$ cat src/rtl/dft8_pass_scheduler_pkg.sv
// Shared widths, FSM encodings and the complex result word for the 8-point DFT pass scheduler.
package dft8_pass_scheduler_pkg;

   localparam int unsigned SAMPLE_W = 8;
   localparam int unsigned N_POINTS = 8;

   localparam logic [2:0] ST_LOAD    = 3'd0;
   localparam logic [2:0] ST_OP_EVEN = 3'd1;
   localparam logic [2:0] ST_OP_ODD  = 3'd2;
   localparam logic [2:0] ST_CAP_ODD = 3'd3;
   localparam logic [2:0] ST_DRAIN   = 3'd4;

   typedef struct packed {
      logic [SAMPLE_W-1:0] re;
      logic [SAMPLE_W-1:0] im;
   } cplx_t;

endpackage

$ cat src/rtl/dft8_pass_scheduler_if.sv
// Sample-in / spectrum-out stream bundle; master is the environment, slave is the scheduler.
interface dft8_pass_scheduler_if;
   import dft8_pass_scheduler_pkg::*;

   logic                in_valid;
   logic                in_ready;
   logic [SAMPLE_W-1:0] in_data;
   logic                out_valid;
   logic                out_ready;
   logic [SAMPLE_W-1:0] out_re;
   logic [SAMPLE_W-1:0] out_im;
   logic [2:0]          out_idx;
   logic                out_last;

   modport master (
      output in_valid, in_data, out_ready,
      input  in_ready, out_valid, out_re, out_im, out_idx, out_last
   );

   modport slave (
      input  in_valid, in_data, out_ready,
      output in_ready, out_valid, out_re, out_im, out_idx, out_last
   );

endinterface

$ cat src/rtl/butterfly_point_4.sv
// Combinational 4-point DFT on real inputs; all results wrap mod 256.
module butterfly_point_4 (
   input  logic [7:0] x0,
   input  logic [7:0] x2,
   input  logic [7:0] x4,
   input  logic [7:0] x6,
   output logic [7:0] b0_re,
   output logic [7:0] b0_im,
   output logic [7:0] b1_re,
   output logic [7:0] b1_im,
   output logic [7:0] b2_re,
   output logic [7:0] b2_im,
   output logic [7:0] b3_re,
   output logic [7:0] b3_im
);

   always_comb begin
      b0_re = x0 + x2 + x4 + x6;
      b0_im = 8'h00;
      b1_re = x0 - x4;
      b1_im = x6 - x2;
      b2_re = (x0 + x4) - (x2 + x6);
      b2_im = 8'h00;
      b3_re = x0 - x4;
      b3_im = x2 - x6;
   end

endmodule

$ cat src/rtl/dft8_pass_scheduler.sv
// Buffers an 8-sample frame, runs one 4-point butterfly twice (even, then odd samples),
// and streams the two captured spectra out as 8 complex words.
module dft8_pass_scheduler
   import dft8_pass_scheduler_pkg::*;
(
   input  logic                  clk,
   input  logic                  rst,
   dft8_pass_scheduler_if.slave  bus,
   output logic                  busy
);

   logic [2:0]          state;
   logic [2:0]          count;
   logic [2:0]          drain_idx;
   logic [SAMPLE_W-1:0] sbuf [N_POINTS];
   logic [SAMPLE_W-1:0] op   [4];
   cplx_t               res  [N_POINTS];
   logic [SAMPLE_W-1:0] bf_re [4];
   logic [SAMPLE_W-1:0] bf_im [4];
   logic                in_fire;
   logic                out_fire;

   assign in_fire  = (state == ST_LOAD) && bus.in_valid;
   assign out_fire = (state == ST_DRAIN) && bus.out_ready;

   butterfly_point_4 u_bf (
      .x0    (op[0]),
      .x2    (op[1]),
      .x4    (op[2]),
      .x6    (op[3]),
      .b0_re (bf_re[0]),
      .b0_im (bf_im[0]),
      .b1_re (bf_re[1]),
      .b1_im (bf_im[1]),
      .b2_re (bf_re[2]),
      .b2_im (bf_im[2]),
      .b3_re (bf_re[3]),
      .b3_im (bf_im[3])
   );

   // Sample buffer and operands carry no reset; they are always rewritten before use.
   always_ff @(posedge clk) begin
      if (in_fire) begin
         sbuf[count] <= bus.in_data;
      end
      if (state == ST_OP_EVEN) begin
         op[0] <= sbuf[0];
         op[1] <= sbuf[2];
         op[2] <= sbuf[4];
         op[3] <= sbuf[6];
      end else if (state == ST_OP_ODD) begin
         op[0] <= sbuf[1];
         op[1] <= sbuf[3];
         op[2] <= sbuf[5];
         op[3] <= sbuf[7];
      end
   end

   always_ff @(posedge clk) begin
      if (rst) begin
         state     <= ST_LOAD;
         count     <= 3'd0;
         drain_idx <= 3'd0;
         for (int i = 0; i < N_POINTS; i++) begin
            res[i] <= '0;
         end
      end else begin
         case (state)
            ST_LOAD: begin
               if (in_fire) begin
                  count <= count + 3'd1;
                  if (count == 3'd7) begin
                     state <= ST_OP_EVEN;
                  end
               end
            end
            ST_OP_EVEN: state <= ST_OP_ODD;
            ST_OP_ODD: begin
               for (int k = 0; k < 4; k++) begin
                  res[k] <= '{re: bf_re[k], im: bf_im[k]};
               end
               state <= ST_CAP_ODD;
            end
            ST_CAP_ODD: begin
               for (int k = 0; k < 4; k++) begin
                  res[k + 4] <= '{re: bf_re[k], im: bf_im[k]};
               end
               state <= ST_DRAIN;
            end
            ST_DRAIN: begin
               if (out_fire) begin
                  if (drain_idx == 3'd7) begin
                     state     <= ST_LOAD;
                     drain_idx <= 3'd0;
                     count     <= 3'd0;
                  end else begin
                     drain_idx <= drain_idx + 3'd1;
                  end
               end
            end
            default: state <= ST_LOAD;
         endcase
      end
   end

   assign bus.in_ready  = (state == ST_LOAD);
   assign bus.out_valid = (state == ST_DRAIN);
   assign bus.out_re    = res[drain_idx].re;
   assign bus.out_im    = res[drain_idx].im;
   assign bus.out_idx   = drain_idx;
   assign bus.out_last  = (state == ST_DRAIN) && (drain_idx == 3'd7);
   assign busy          = (state != ST_LOAD);

endmodule
$ cat src/flat_wrapper.sv
// flat-port wrapper written by rule: the top's interface ports become plain ports
module dft8_pass_scheduler_flat import dft8_pass_scheduler_pkg::*;
  (clk, rst, busy, bus_in_valid, bus_in_data, bus_out_ready, bus_in_ready, bus_out_valid, bus_out_re, bus_out_im, bus_out_idx, bus_out_last);
  dft8_pass_scheduler_if bus_i ();
  input  logic clk;
  input  logic rst;
  output logic busy;
  input wire logic [$bits(bus_i.in_valid)-1:0] bus_in_valid;
  input wire logic [$bits(bus_i.in_data)-1:0] bus_in_data;
  input wire logic [$bits(bus_i.out_ready)-1:0] bus_out_ready;
  output wire logic [$bits(bus_i.in_ready)-1:0] bus_in_ready;
  output wire logic [$bits(bus_i.out_valid)-1:0] bus_out_valid;
  output wire logic [$bits(bus_i.out_re)-1:0] bus_out_re;
  output wire logic [$bits(bus_i.out_im)-1:0] bus_out_im;
  output wire logic [$bits(bus_i.out_idx)-1:0] bus_out_idx;
  output wire logic [$bits(bus_i.out_last)-1:0] bus_out_last;
  assign bus_i.in_valid = bus_in_valid;
  assign bus_i.in_data = bus_in_data;
  assign bus_i.out_ready = bus_out_ready;
  assign bus_in_ready = bus_i.in_ready;
  assign bus_out_valid = bus_i.out_valid;
  assign bus_out_re = bus_i.out_re;
  assign bus_out_im = bus_i.out_im;
  assign bus_out_idx = bus_i.out_idx;
  assign bus_out_last = bus_i.out_last;
  dft8_pass_scheduler u_core (.clk(clk), .rst(rst), .bus(bus_i), .busy(busy));
endmodule
$ cat config.mk
export PLATFORM = sky130hd
export DESIGN_NAME = dft8_pass_scheduler_flat
export DESIGN_NICKNAME = d
export VERILOG_FILES = /design/src/rtl/dft8_pass_scheduler_pkg.sv /design/src/rtl/dft8_pass_scheduler_if.sv /design/src/rtl/butterfly_point_4.sv /design/src/rtl/dft8_pass_scheduler.sv /design/src/flat_wrapper.sv
export SDC_FILE = /design/constraint.sdc
export NUM_CORES = 1
export LEC_CHECK = 0
export ABC_AREA = 1
export CAP_MARGIN = 20
export CORE_ASPECT_RATIO = 0.75
export CORE_MARGIN = 4
export CORE_UTILIZATION = 66
export DETAILED_ROUTE_END_ITERATION = 8
export HOLD_SLACK_MARGIN = 0.06
export PLACE_DENSITY = 0.85
export SYNTH_ARGS = -nofsm -noshare
export SYNTH_HDL_FRONTEND = slang
export SYNTH_SLANG_ARGS = --single-unit
$ cat constraint.sdc
create_clock -name clk -period 12.29 [get_ports clk]
set_clock_uncertainty 0.2 [all_clocks]
set_input_delay 2.458 -clock clk [delete_from_list [all_inputs] [get_ports clk]]
set_output_delay 2.458 -clock clk [all_outputs]
set_load 0.01 [all_outputs]
==> results.ini <==
[sta]
setup_viol=0
worst_pin_slew_ns=1.014
slew_headroom_pct=32.28
slew_viol_final=0
fmax_mhz=176.9
finalCritPeriodShare_pct=45.99
setup_tns_ns=0
rsz0062_at_grt=no
period_minus_slack_ns=5.652
timing.hold.ws_ns=0.3120
final_hold_viol_count=0

[layout]
post-route-util_pct=76.61
final_area_um2=11260
final_common_cell=nand2_1
drive_gt1_share_pct=5.116
area_growth_pct=11.64
nets=1112
fillers=891
layout_common_cells=nand2_1, edfxtp_1, nor2_1
antenna-diode-count=0

[floorplanning]
fp-row-count=38
die_w_um=150.7
start_util_pct=68.63
dieArea_um2=17340
die_height_um=115.0
io_pins=35
core_um2=14690

[synthesis]
synth_seq_area_share_pct=56.89
synth_area_leaders=edfxtp_1, nand2_1, fa_1
synth_seq_cells=195
synth.net_count=1080
synth_cell_types=35
synth_cells=991
yosys_warnings=0
postSynthAreaPerCell_um2=10.17
synth_top_area_share_pct=54.50
syn-cell-area_um2=10080
yosysTopAreaCell=edfxtp_1

[placement]
numPortBuffers=34
place.gp.congestion=0.9537
dp_hpwl_um=14950
post_dp_cell_area_um2=10590

[clock_tree]
insertion_delay_ns=0.44
clock-sinks=195
cts_hold_buf=0
clk_transition_reported_paths_ns=0.08
post_cts_buffers=0
numCtsBuffers=17
post_cts_resized=0
tritoncts=yes
clk_path_buf_depth=2
root_buffer=clkbuf_16
htree_levels=4

[routing]
postRouteAntennaNets=0
drc=0
drt-pass1-iter-count=6
avgViaCountPerCell=5.725
drtIter0Drc=823
wl_um=21830
routedWlPerCell_um=17.66
vias=7076

[global_route]
grt_pass1_wl_um=35420
grt_start_max_net_pins=49
grt_pass1_vias=6964
grt_usage_pct=26.97
antenna_found_initial=0
overflow=0

[worst_setup_path]
path_max_fanout=32
crit_required_ns=9.63
cp-end-kind=output port
cp-start-kind=flop
worstPathArrival_ns=2.99
setup.worst_path.class=flop to output port

[run]
max-cap-violations=0

[power]
p_per_area_nw_per_um2=192.5
p_leak_nw=4.787
peakVddDrop_uv=174.8

[min_path]
hold_class=flop to flop

[outcome]
status=finished, final reports clean

==> cell usage after synthesis <==
library cell and instances:
xor2_1 12, a31oi_1 1, fa_1 31, nor3_1 5
inv_2 4, o22ai_1 8, nand2_2 1, nor2_4 2
edfxtp_1 183, inv_1 119, o211ai_1 1, o21ai_0 58
clkbuf_1 8, nand4_1 12, o21bai_1 3, a21boi_0 1
buf_6 3, o21a_1 3, dfxtp_1 12, xnor2_1 4
nor2b_1 1, a21o_1 3, nand3_1 33, ha_1 46
a21oi_1 42, inv_4 1, nor2_8 1, nand3b_1 2
buf_1 1, buf_2 17, nor4_1 2, nor2_1 152
or2_2 2, nand2_1 213, o21ai_1 4
==> path summary, 6_finish.rpt <==
path         slack [ns]                                from                            endpoint  depth (start not counted)
max                6.64                                flop                       bus_out_re[0]                          7
min                0.31  u_core.bus.out_idx[2]$_SDFFE_PP0P_  u_core.bus.out_idx[2]$_SDFFE_PP0P_                          2
max reg2reg        8.43           u_core.op[3][1]$_DFFE_PP_     u_core.res[4][15]$_SDFFCE_PN0P_                         13
min reg2reg        0.31  u_core.bus.out_idx[2]$_SDFFE_PP0P_  u_core.bus.out_idx[2]$_SDFFE_PP0P_                          2
==> layer usage <==
metal | track usage, % | vias to the layer above | part of all wire, %
met1 | 36.32 | 3350 | 40
met4 | 8.998 | 0 | 2.5
met5 | 0 | - | 0
met2 | 44.13 | 355 | 48
met3 | 6.265 | 42 | 9.5
li1 | - | 3329 | -
==> area by class of cell <==
cell class	count	area [µm²]	share of cell area, %
tap	200	250.2	2.223
clock inverter	15	214.0	1.901
multi-input combinational	643	3742	33.25
clock buffer	17	425.4	3.779
sequential	195	5736	50.96
inverter	124	467.9	4.157
timing repair buffer	42	420.4	3.735
==> worst max-delay path, stage by stage, from the launching register on <==
cell	delay [ns]
dfxtp_1	0.32
buf_4	0.24
inv_1	0.74
o21ai_0	0.26
o22ai_1	0.19
nand2_1	0.07
o21ai_0	0.12
clkdlybuf4s50_1	0.59
==> kinds of logic (layout without fill, tap and decap cells) <==
group | count (synthesis) | count (layout) | share of synthesized area, %
compound gates | 124 | 124 | 6.540
buf+inv | 153 | 198 | 6.155
flops | 195 | 195 | 56.89
xor+xnor | 16 | 16 | 1.390
simple gates | 426 | 426 | 17.16
fa+ha+maj | 77 | 77 | 11.86
==> metrics by stage <==
step / worst slack, ns / instances / power, mW
6_report: 6.638 / 1236 / 2.166
5_1_grt: 6.398 / 1236 / 2.298
4_1_cts: 6.518 / 1235 / 2.155
3_5_place_dp: 7.046 / 1203 / 1.565
3_3_place_gp: 7.178 / 1203 / 1.543
2_1_floorplan: 7.200 / 991 / 1.359
==> where the power goes <==
group          internal (mW)  total, mW  switching, mW  leakage (nW)
Sequential             0.815      0.847         0.0320          1.87
Combinational          0.246      0.739          0.493          2.61
Clock                  0.286      0.580          0.294         0.307
Total                   1.35       2.17          0.820          4.79
==> registers in the layout, indices dropped and copies added (netlist names), named ones only <==
| signal | cells |
|---|---|
| u_core.bus.out_idx | 3 |
| u_core.count | 3 |
| u_core.op | 32 |
| u_core.res | 87 |
| u_core.sbuf | 64 |
| u_core.state | 3 |
No activity file was read; power rests on OpenSTA's default activity.
